$ cat src/rtl/pc_btb_predictor.sv
// Fetch-PC generator with flush redirect capture and an optional direct-mapped BTB.
// Define PC_BTB_EN to build the BTB and its 2-bit counter prediction; otherwise fetch is purely sequential.
module pc_btb_predictor #(
    parameter int                    ADDR_WIDTH  = 32,
    parameter int                    BTB_ENTRIES = 16,
    parameter logic [ADDR_WIDTH-1:0] RESET_PC    = '0
) (
    input  logic                  in_clk,
    input  logic                  in_rst_n,
    input  logic                  in_rdy,
    input  logic                  in_stall,
    input  logic                  in_flush_enable,
    input  logic [ADDR_WIDTH-1:0] in_rob_branch_pc,
    input  logic                  in_rob_update_enable,
    input  logic [ADDR_WIDTH-1:0] in_rob_update_pc,
    input  logic                  in_rob_update_taken,
    input  logic [ADDR_WIDTH-1:0] in_rob_update_target,
    output logic                  out_fetcher_enable,
    output logic [ADDR_WIDTH-1:0] out_fetcher_pc,
    output logic                  out_fetcher_pred_taken,
    output logic [ADDR_WIDTH-1:0] out_fetcher_pred_target
);

    localparam logic [ADDR_WIDTH-1:0] PC_STEP  = ADDR_WIDTH'(4);
    localparam logic [ADDR_WIDTH-1:0] PRE_RESET_PC = RESET_PC - PC_STEP;

    logic                  flush_pending;
    logic [ADDR_WIDTH-1:0] flush_target;
    logic [ADDR_WIDTH-1:0] next_pc;
    logic                  look_taken;
    logic [ADDR_WIDTH-1:0] look_target;

    always_comb begin
        next_pc = out_fetcher_pc + PC_STEP;
        if (flush_pending) begin
            next_pc = flush_target;
        end else if (out_fetcher_pred_taken) begin
            next_pc = out_fetcher_pred_target;
        end
    end

`ifdef PC_BTB_EN
    localparam int IDX_BITS = $clog2(BTB_ENTRIES);
    localparam int TAG_W    = ADDR_WIDTH - IDX_BITS - 2;

    logic                  btb_valid  [BTB_ENTRIES];
    logic [1:0]            btb_ctr    [BTB_ENTRIES];
    logic [TAG_W-1:0]      btb_tag    [BTB_ENTRIES];
    logic [ADDR_WIDTH-1:0] btb_target [BTB_ENTRIES];

    logic [IDX_BITS-1:0] look_idx;
    logic [IDX_BITS-1:0] upd_idx;
    logic [TAG_W-1:0]    look_tag;
    logic [TAG_W-1:0]    upd_tag;
    logic                upd_hit;

    function automatic logic [1:0] ctr_next(input logic [1:0] ctr, input logic taken);
        if (taken) begin
            return (ctr == 2'b11) ? ctr : ctr + 2'b01;
        end
        return (ctr == 2'b00) ? ctr : ctr - 2'b01;
    endfunction

    assign look_idx    = next_pc[IDX_BITS+1:2];
    assign look_tag    = next_pc[ADDR_WIDTH-1:IDX_BITS+2];
    assign upd_idx     = in_rob_update_pc[IDX_BITS+1:2];
    assign upd_tag     = in_rob_update_pc[ADDR_WIDTH-1:IDX_BITS+2];
    assign upd_hit     = btb_valid[upd_idx] && (btb_tag[upd_idx] == upd_tag);
    // Lookup reads the arrays before this edge's training write lands.
    assign look_taken  = btb_valid[look_idx] && (btb_tag[look_idx] == look_tag) && btb_ctr[look_idx][1];
    assign look_target = look_taken ? btb_target[look_idx] : '0;

    always_ff @(posedge in_clk or negedge in_rst_n) begin
        if (!in_rst_n) begin
            for (int i = 0; i < BTB_ENTRIES; i++) begin
                btb_valid[i] <= 1'b0;
                btb_ctr[i]   <= 2'b01;
            end
        end else if (in_rdy && in_rob_update_enable) begin
            if (upd_hit) begin
                btb_ctr[upd_idx] <= ctr_next(btb_ctr[upd_idx], in_rob_update_taken);
            end else if (in_rob_update_taken) begin
                btb_valid[upd_idx] <= 1'b1;
                btb_ctr[upd_idx]   <= 2'b10;
            end
        end
    end

    // Tag/target carry no reset; they are qualified by the valid bit.
    always_ff @(posedge in_clk) begin
        if (in_rdy && in_rob_update_enable && in_rob_update_taken) begin
            btb_tag[upd_idx]    <= upd_tag;
            btb_target[upd_idx] <= in_rob_update_target;
        end
    end
`else
    localparam int unused_btb_entries = BTB_ENTRIES;
    logic unused_update;

    assign unused_update = ^{in_rob_update_enable, in_rob_update_pc,
                             in_rob_update_taken, in_rob_update_target};
    assign look_taken    = 1'b0;
    assign look_target   = '0;
`endif

    always_ff @(posedge in_clk or negedge in_rst_n) begin
        if (!in_rst_n) begin
            out_fetcher_enable      <= 1'b0;
            out_fetcher_pc          <= PRE_RESET_PC;
            out_fetcher_pred_taken  <= 1'b0;
            out_fetcher_pred_target <= '0;
            flush_pending           <= 1'b0;
            flush_target            <= '0;
        end else if (in_rdy) begin
            if (in_flush_enable) begin
                flush_pending      <= 1'b1;
                flush_target       <= in_rob_branch_pc;
                out_fetcher_enable <= 1'b0;
            end else if (in_stall) begin
                out_fetcher_enable <= 1'b0;
            end else begin
                out_fetcher_enable      <= 1'b1;
                out_fetcher_pc          <= next_pc;
                out_fetcher_pred_taken  <= look_taken;
                out_fetcher_pred_target <= look_target;
                flush_pending           <= 1'b0;
            end
        end
    end

endmodule

$ cat config.mk
export PLATFORM = sky130hd
export DESIGN_NAME = pc_btb_predictor
export DESIGN_NICKNAME = d
export VERILOG_FILES = /design/src/rtl/pc_btb_predictor.sv
export SDC_FILE = /design/constraint.sdc
export NUM_CORES = 1
export LEC_CHECK = 0
export ABC_AREA = 0
export CELL_PAD_IN_SITES_DETAIL_PLACEMENT = 0
export CELL_PAD_IN_SITES_GLOBAL_PLACEMENT = 2
export CORE_MARGIN = 10
export CORE_UTILIZATION = 25
export CTS_BUF_LIST = sky130_fd_sc_hd__clkbuf_2 sky130_fd_sc_hd__clkbuf_4 sky130_fd_sc_hd__clkbuf_8
export CTS_CLUSTER_SIZE = 28
export DETAILED_ROUTE_END_ITERATION = 12
export PLACE_DENSITY = 0.89
export SYNTH_ARGS = -nofsm -noshare
export SYNTH_HDL_FRONTEND = slang
export SYNTH_SLANG_ARGS = --single-unit
$ cat constraint.sdc
create_clock -name in_clk -period 2.25 [get_ports in_clk]
set_clock_uncertainty 0.05 [all_clocks]
set_input_delay 0.225 -clock in_clk [delete_from_list [all_inputs] [get_ports in_clk]]
set_output_delay 0.225 -clock in_clk [all_outputs]
set_load 0.02 [all_outputs]
==> Yosys cells after proc, flatten, opt, wreduce, memory -nomap -nowiden <==
Cells that the tools add are included.
{ "totals": {"mem_bits_rw": 0, "out_inout_bits": 66, "n_memories": 0, "rom_bits": 0, "regBits": 66, "elab_cells": 16, "latch_bits": 0} }
{ "classes": {"order_cmp": 0, "n_reduce_logical": 3, "addsub": 1, "n_eq_ne": 1, "n_div": 0, "n_shift": 0, "n_mux": 5, "n_bitwise": 2, "multipliers": 0} }
{ "op_table": {"columns": ["cell", "count"], "rows": [
  ["$add A32 B3 Y32 const B", 1],
  ["$mux W32", 1],
  ["$mux W1", 4],
  ["$reduce_and A2 Y1", 2],
  ["$reduce_and A3 Y1", 1],
  ["$ne A2 B1 Y1 const B", 1],
  ["$not A1 Y1", 2]
]} }

==> Longest topological paths before layout <==
Gate-level depths: netlist of the first run.
{ "logic_depth": {"word_depth": 2, "ltp_mapped": 7, "depth_no_buf": 6} }

==> Worst setup path after synthesis of the first run <==
OpenSTA, ideal clock, no wires.
{ "synth_path": {"path_type": "reg2reg", "start": "register out_fetcher_pc[2]", "end": "register out_fetcher_pc[26]", "path_buffers": 0, "synth_period_minus_slack_ps": 2096, "path_stages_with_launch": 7, "arrival_time_ps": 1978, "setup_slack_ps": 154, "cell_sequence": "dfstp_2 > ha_1 > nand4_4 > nor4_4 > nand4_1 > mux2_1 > nor2_1"} }
{ "synth_via": {"elab_chain_len": 2} }
{ "synth_lines": {"columns": ["element", "line", "source"], "rows": [
  ["from (decl)", "19", "output logic [ADDR_WIDTH-1:0] out_fetcher_pc,"],
  ["from (signal assigned)", "123", "out_fetcher_pc <= next_pc;"],
  ["$add A32 B3 Y32", "34", "next_pc = out_fetcher_pc + PC_STEP;"],
  ["$mux W32", "35", "if (flush_pending) begin"]
]} }
Every way passes these cells.
A chain may end at the register's enable or synchronous reset.

==> Worst setup path after layout of the first run <==
{ "layout_path": {"start": "register out_fetcher_pc[10]", "end": "register out_fetcher_pc[23]"} }
The elaborated chain is that of the path after synthesis.

==> summary.txt, run 1 <==
Status
  – Status: complete, no violations

Timing
  – WHS: 0.353 ns
  – Endpoints failing setup: 0
  – Max Clk Rate: 0.475 GHz
  – Rel. slew slack: 62.0%
  – Slew @ Worst Pin: 0.570 ns
  – Fin Setup TNS: 0 ns
  – Hold Fails Final Rpt: 0
  – RSZ-0062 raised after global routing: false
  – Max-slew violations: 0
  – Tmin final: 2.11 ns
  – Period utilisation layout: 93.6%

Floorplanning
  – Core footprint: 14000 µm²
  – Cell Rows: 43
  – Ports: 169
  – Die height: 140 µm
  – DIE AREA: 19700 µm²
  – Die width: 140 µm
  – Initial Util: 25.7%

Placement
  – Post-DP Area: 4490 µm²
  – RD Place Congestion: 0.760
  – Port Buf Inserts: 69
  – Post-DP HPWL: 7370 µm
  – Cell count after placement: 601

Synth
  – Mean Syn Cell Area: 10.2 µm²
  – Library cells used by synthesis: 52
  – Synth Flop Type: dfrtp_1
  – Sequential area share after synthesis: 46.7%
  – Synth Warn #: 0
  – Post-Syn Area: 3610 µm²
  – EDFF count, synth: 0
  – Post-Synthesis Cells: 353
  – Synth async-reset ratio: 100%
  – Yosys reg bits: 66

Cells and area
  – Layout Utilization: 33.3%
  – Filler Cell Count: 1453
  – Reg area: 1690 µm²
  – Area delta synth->final: 29.4%
  – Most frequent cells in the layout: clkdlybuf4s50_1, dfrtp_1, mux2_2
  – Number of diodes: 0
  – Final nets: 537
  – Area of the multi-input gates: 1690 µm²
  – Design Area, Final: 4680 µm²
  – Share of layout cells above drive strength 1: 26.0%
  – Fin cells: 618
  – Most common cell after layout, fill and taps aside: clkdlybuf4s50_1

Global route
  – GRT overflow: 0
  – Antenna violations before repair: 0
  – First-pass GRT wire length: 15900 µm
  – GR Util All Layers: 9.95%
  – Largest net degree at the start of global routing: 44
  – Vias in the first global route: 2875

Setup path
  – Crit path buffers/inverters: 0
  – WP data arrival: 2.35 ns
  – Critical path's top delay family: simple AND/OR/NAND/NOR gates
  – Cell mode on critical path: nand3_1
  – Critical path type: reg2reg
  – Req. time, crit path: 2.49 ns
  – Slowest Stage Delay on Critical Path: 0.61 ns
  – Cell at the slowest stage of the critical path: dfstp_2
  – CP startpoint: out_fetcher_pc[10]$_DFFE_PN1P_
  – Startpoint types: flop
  – CP endpoint kind: flop
  – Worst R2R Start: out_fetcher_pc[10]$_DFFE_PN1P_
  – Crit-path cells: nand3_1, nor4_4, nand4_1, or4_1, nand3_1
  – Worst-path fanout max: 7

CTS
  – Htree depth: 3
  – Sink Count: 66
  – Max Root-Sink Buffers: 2
  – CTS buffer count: 9
  – Post-cts resize count: 0
  – Post-CTS setup buffers: 0
  – Root Driver: clkbuf_8
  – CTS tree: done
  – Clk_lat worst skew: 0.35 ns
  – Post-cts hold buffer count: 1
  – Reg clk slew, reported paths: 0.07 ns

Routing
  – Detailed Routing Iterations Pass 1: 5
  – Iteration-0 DRC Markers: 125
  – DR WL/cell: 16.0 µm
  – Detailed-route via count: 2857
  – DRC Markers: 0
  – Routed WL: 9860 µm
  – Final antenna-violating net count: 0
  – Vias per cell: 4.62

Pwr
  – Pwr/cell area: 840 nW/µm²
  – LEAKAGE: 1.87 nW
  – Worst vdd ir: 307 µV

Flow run
  – Max_cap viols: 0

Min path
  – Hold Crit Class: in2async
[Yosys cell counts (10+ instances only)]
cell | number | area [µm²]
nand2_1 | 23 | 86.3
o21ai_0 | 24 | 120
dfrtp_1 | 36 | 901
dfstp_2 | 30 | 788
nor2_1 | 18 | 67.6
nand3_1 | 13 | 65.1
nand4_1 | 12 | 75.1
buf_4 | 36 | 270
a21oi_1 | 26 | 130
clkbuf_1 | 10 | 37.5
mux2_2 | 34 | 383
[cells by family (layout without fill, tap and decap cells)]
| group | after synthesis | after routing | share of synthesized area [%] |
|---|---|---|---|
| and+or+nand+nor | 104 | 104 | 17.0 |
| AOI/OAI and AO/OA | 84 | 84 | 14.1 |
| DFF | 66 | 66 | 46.7 |
| buffers and inverters | 59 | 112 | 9.90 |
| muxes | 38 | 38 | 11.7 |
| adders and majority gates | 1 | 1 | 0.346 |
| other | 1 | 33 | 0.104 |
[layout make-up]
| type | instances | share of cell area, % |
|---|---|---|
| Multi-Input combinational cell | 260 | 36.2 |
| Sequential cell | 66 | 36.2 |
| Timing Repair Buffer | 90 | 18.6 |
| Tap cell | 180 | 4.82 |
| Clock buffer | 13 | 3.43 |
| Inverter | 6 | 0.482 |
| Clock inverter | 3 | 0.321 |
[power by group]
| group | total [W] | switching, W | internal [W] |
|---|---|---|---|
| Sequential | 0.00181 | 0.000278 | 0.00153 |
| Clock | 0.000908 | 0.000446 | 0.000462 |
| Combinational | 0.00122 | 0.000635 | 0.000580 |
[path summary, 6_finish.rpt]
path                                                        to  cells past startpoint  slack [ns]
worst max-delay path            out_fetcher_pc[23]$_DFFE_PN1P_                      5        0.14
worst min-delay path               flush_target[3]$_DFFE_PN0P_                      2        0.35
worst max register to register  out_fetcher_pc[23]$_DFFE_PN1P_                      5        0.14
worst min register to register    flush_target[30]$_DFFE_PN0P_                      1        0.45
max in group asynchronous       out_fetcher_pc[31]$_DFFE_PN1P_                      3        1.09
min in group in_clk               flush_target[13]$_DFFE_PN0P_                      2        0.43
[per-layer routing]
| metal | track usage [%] | vias to the layer above | part of all wire, % |
|---|---|---|---|
| li1 | - | 1387 | - |
| met1 | 12.4 | 1374 | 45 |
| met2 | 15.4 | 81 | 46 |
| met3 | 3.45 | 15 | 6.6 |
| met4 | 3.64 | 0 | 1.7 |
| met5 | 0 | - | 0 |
[sequential cells by signal, indices dropped and copies added (netlist names)]
name                flops
out_fetcher_enable      1
out_fetcher_pc         32
flush_pending           1
flush_target           32
[metrics by stage]
stage / power [W] / worst slack [ns]
3_3_place_gp: 0.00302 / 0.166
5_1_grt: 0.00418 / 0.0163
3_5_place_dp: 0.00306 / 0.156
2_1_floorplan: 0.00249 / 0.154
4_1_cts: 0.00398 / 0.147
6_report: 0.00393 / 0.143
[worst register-to-register path, cell delays in order (launching register included)]
cell	delay, ns
dfstp_2	0.61
nand3_1	0.21
nor4_4	0.46
nand4_1	0.19
or4_1	0.42
nand3_1	0.10
(Power assumes the default switching activity.)
==> inputs of run 2 (changes only) <==
--- a/config.mk
+++ b/config.mk
@@ -9,11 +9,12 @@
 export CELL_PAD_IN_SITES_DETAIL_PLACEMENT = 0
 export CELL_PAD_IN_SITES_GLOBAL_PLACEMENT = 2
 export CORE_MARGIN = 10
-export CORE_UTILIZATION = 25
+export CORE_UTILIZATION = 38
 export CTS_BUF_LIST = sky130_fd_sc_hd__clkbuf_2 sky130_fd_sc_hd__clkbuf_4 sky130_fd_sc_hd__clkbuf_8
 export CTS_CLUSTER_SIZE = 28
 export DETAILED_ROUTE_END_ITERATION = 12
-export PLACE_DENSITY = 0.89
+export DONT_BUFFER_PORTS = 1
+export PLACE_DENSITY = 0.88
 export SYNTH_ARGS = -nofsm -noshare
 export SYNTH_HDL_FRONTEND = slang
 export SYNTH_SLANG_ARGS = --single-unit
==> run 2 against run 1 <==
Net effect: routed wire length fell by 3.7%; sequential power barely moved; first-iteration DRC count is 13% lower; count of clock-buffer cells in the layout decreased by 2; critical path type unchanged; cell count down 12%; register-to-register slack worse by 0.03 ns; core utilization rose by 14 points; highest routed layer unchanged; hold slack lost 0.30 ns; maximum frequency down 1.3%; sequential share of layout area up 2.7 points.
==> summary.txt, run 2 (synthesis results as in run 1) <==
Status
  – Status: complete, no violations

Global route
  – Vias in the first global route: 2874 (-0.035%)
  – GR Util All Layers: 13.5% (+3.6 points)
  – Antenna violations before repair: 0 (unchanged)
  – Largest net degree at the start of global routing: 67 (+52%)
  – First-pass GRT wire length: 15500 µm (-2.6%)
  – GRT overflow: 0 (unchanged)

Flow run
  – Max_cap viols: 0 (unchanged)

Setup path
  – Slowest Stage Delay on Critical Path: 0.53 ns (-0.08 ns)
  – Cell at the slowest stage of the critical path: dfstp_2
  – Req. time, crit path: 2.47 ns (-0.02 ns)
  – WP data arrival: 2.35 ns (about the same)
  – Critical path type: reg2reg
  – Worst-path fanout max: 7 (unchanged)
  – Critical path's top delay family: simple AND/OR/NAND/NOR gates
  – Crit path buffers/inverters: 0 (unchanged)
  – Startpoint types: flop
  – CP endpoint kind: flop
  – Crit-path cells: ha_1, nand4_4, nor3_4, nand3_1, o31a_1, nor3_1

Routing
  – Detailed Routing Iterations Pass 1: 4 (-1)
  – Vias per cell: 5.19 (+12%)
  – Iteration-0 DRC Markers: 109 (-13%)
  – Routed WL: 9500 µm (-3.7%)
  – Final antenna-violating net count: 0 (unchanged)
  – DR WL/cell: 17.6 µm (+10%)
  – Detailed-route via count: 2808 (-1.7%)
  – DRC Markers: 0 (unchanged)

Floorplanning
  – Die width: 118 µm (-16%)
  – Die height: 118 µm (-16%)
  – Initial Util: 39.1% (+13 points)
  – DIE AREA: 13800 µm² (-30%)
  – Core footprint: 9240 µm² (-34%)
  – Cell Rows: 35 (-19%)
  – Ports: 169 (unchanged)

Placement
  – Port Buf Inserts: 0 (-100%)
  – RD Place Congestion: 0.804 (+5.8%)
  – Post-DP HPWL: 6720 µm (-8.8%)
  – Pre-CTS setup slack: 0.0992 ns (-0.0566 ns)

Pwr
  – Worst vdd ir: 349 µV (+14%)
  – Power Total: 0.00384 W (-2.4%)
  – LEAKAGE: 1.79 nW (-4.3%)
  – Pwr/cell area: 882 nW/µm² (+4.9%)

CTS
  – Post-CTS setup buffers: 0 (unchanged)
  – Post-cts resize count: 0 (unchanged)
  – Sink Count: 66 (unchanged)
  – Clk_lat worst skew: 0.35 ns (about the same)
  – Htree depth: 3 (unchanged)
  – CTS tree: done
  – Root Driver: clkbuf_8
  – CTS buffer count: 9 (unchanged)
  – Max Root-Sink Buffers: 2 (unchanged)
  – Reg clk slew, reported paths: 0.07 ns (about the same)

Timing
  – Fin Setup TNS: 0 ns (unchanged)
  – RSZ-0062 raised after global routing: false
  – Max Clk Rate: 0.468 GHz (-1.3%)
  – Endpoints failing setup: 0 (unchanged)
  – Tmin final: 2.13 ns (+0.0283 ns)
  – Max-slew violations: 0 (unchanged)
  – Hold Fails Final Rpt: 0 (unchanged)
  – Rel. slew slack: 53.9% (-8.1 points)
  – Slew @ Worst Pin: 0.692 ns (+0.121 ns)
  – Period utilisation layout: 94.9% (+1.3 points)
  – Post-route worst setup slack: 0.115 ns (-0.0283 ns)

Cells and area
  – Regs by FF count: flush_target x32, out_fetcher_pc x32
  – Share of layout cells above drive strength 1: 29.9% (+3.8 points)
  – Area delta synth->final: 20.4%
  – Number of diodes: 0 (unchanged)
  – Most common cell after layout, fill and taps aside: dfrtp_1
  – Final nets: 511 (-4.8%)
  – Most frequent cells in the layout: dfrtp_1, mux2_2, dlygate4sd3_1
  – Layout Utilization: 47.1% (+14 points)

Min path
  – Hold Crit Class: in2reg
[run 2: what timing repair did]
action                                  4_1_cts  5_1_grt
endpoints found under the setup margin        0        1
hold buffers                                 35        0
hold endpoints to repair                     99        0
[run 2: path summary, 6_finish.rpt]
check,from,endpoint,slack [ns],cells past startpoint
min in group asynchronous,in_rst_n,flush_target[7]$_DFFE_PN0P_,0.38,2
setup reg to reg,out_fetcher_pc[2]$_DFFE_PN1P_,out_fetcher_pc[30]$_DFFE_PN1P_,0.12,6
hold reg to reg,flush_target[1]$_DFFE_PN0P_,flush_target[1]$_DFFE_PN0P_,0.46,1
setup / recovery,out_fetcher_pc[2]$_DFFE_PN1P_,out_fetcher_pc[30]$_DFFE_PN1P_,0.12,6
hold / removal,in_rdy,out_fetcher_enable$_DFFE_PN0P_,0.06,2
max in group asynchronous,in_rst_n,out_fetcher_pc[28]$_DFFE_PN1P_,1.45,2
[run 2: final cells by class]
| cell class | instances | area, µm² |
|---|---|---|
| Clock buffer | 11 | 145 |
| Clock inverter | 5 | 55.1 |
| Fill cell | 866 | 4890 |
| Inverter | 6 | 22.5 |
| Multi-Input combinational cell | 260 | 1690 |
| Sequential cell | 66 | 1690 |
| Tap cell | 129 | 161 |
| Timing Repair Buffer | 64 | 586 |
[run 2: power by group]
group	switching (W)	internal, W	leakage [nW]
logic	0.000592	0.000408	0.956
clock network	0.000467	0.000550	0.0987
registers	0.000295	0.00152	0.737
[run 2: per-layer routing]
metal / routed length, µm / vias up / track usage (%)
met5: 0 / - / 0
li1: - / 1347 / -
met2: 4430 / 81 / 21.2
met3: 592 / 9 / 4.22
met4: 111 / 0 / 5.26
met1: 4360 / 1371 / 16.9
[run 2: through the flow]
step / instances / hold WS [ns] / area (µm²)
global placement: 490 / -0.119 / 3780
CTS: 541 / 0.0415 / 4350
finish: 541 / 0.0557 / 4350
floorplan: 385 / -0.121 / 3730
detailed placement: 490 / -0.119 / 3780
global route: 541 / 0.0553 / 4350
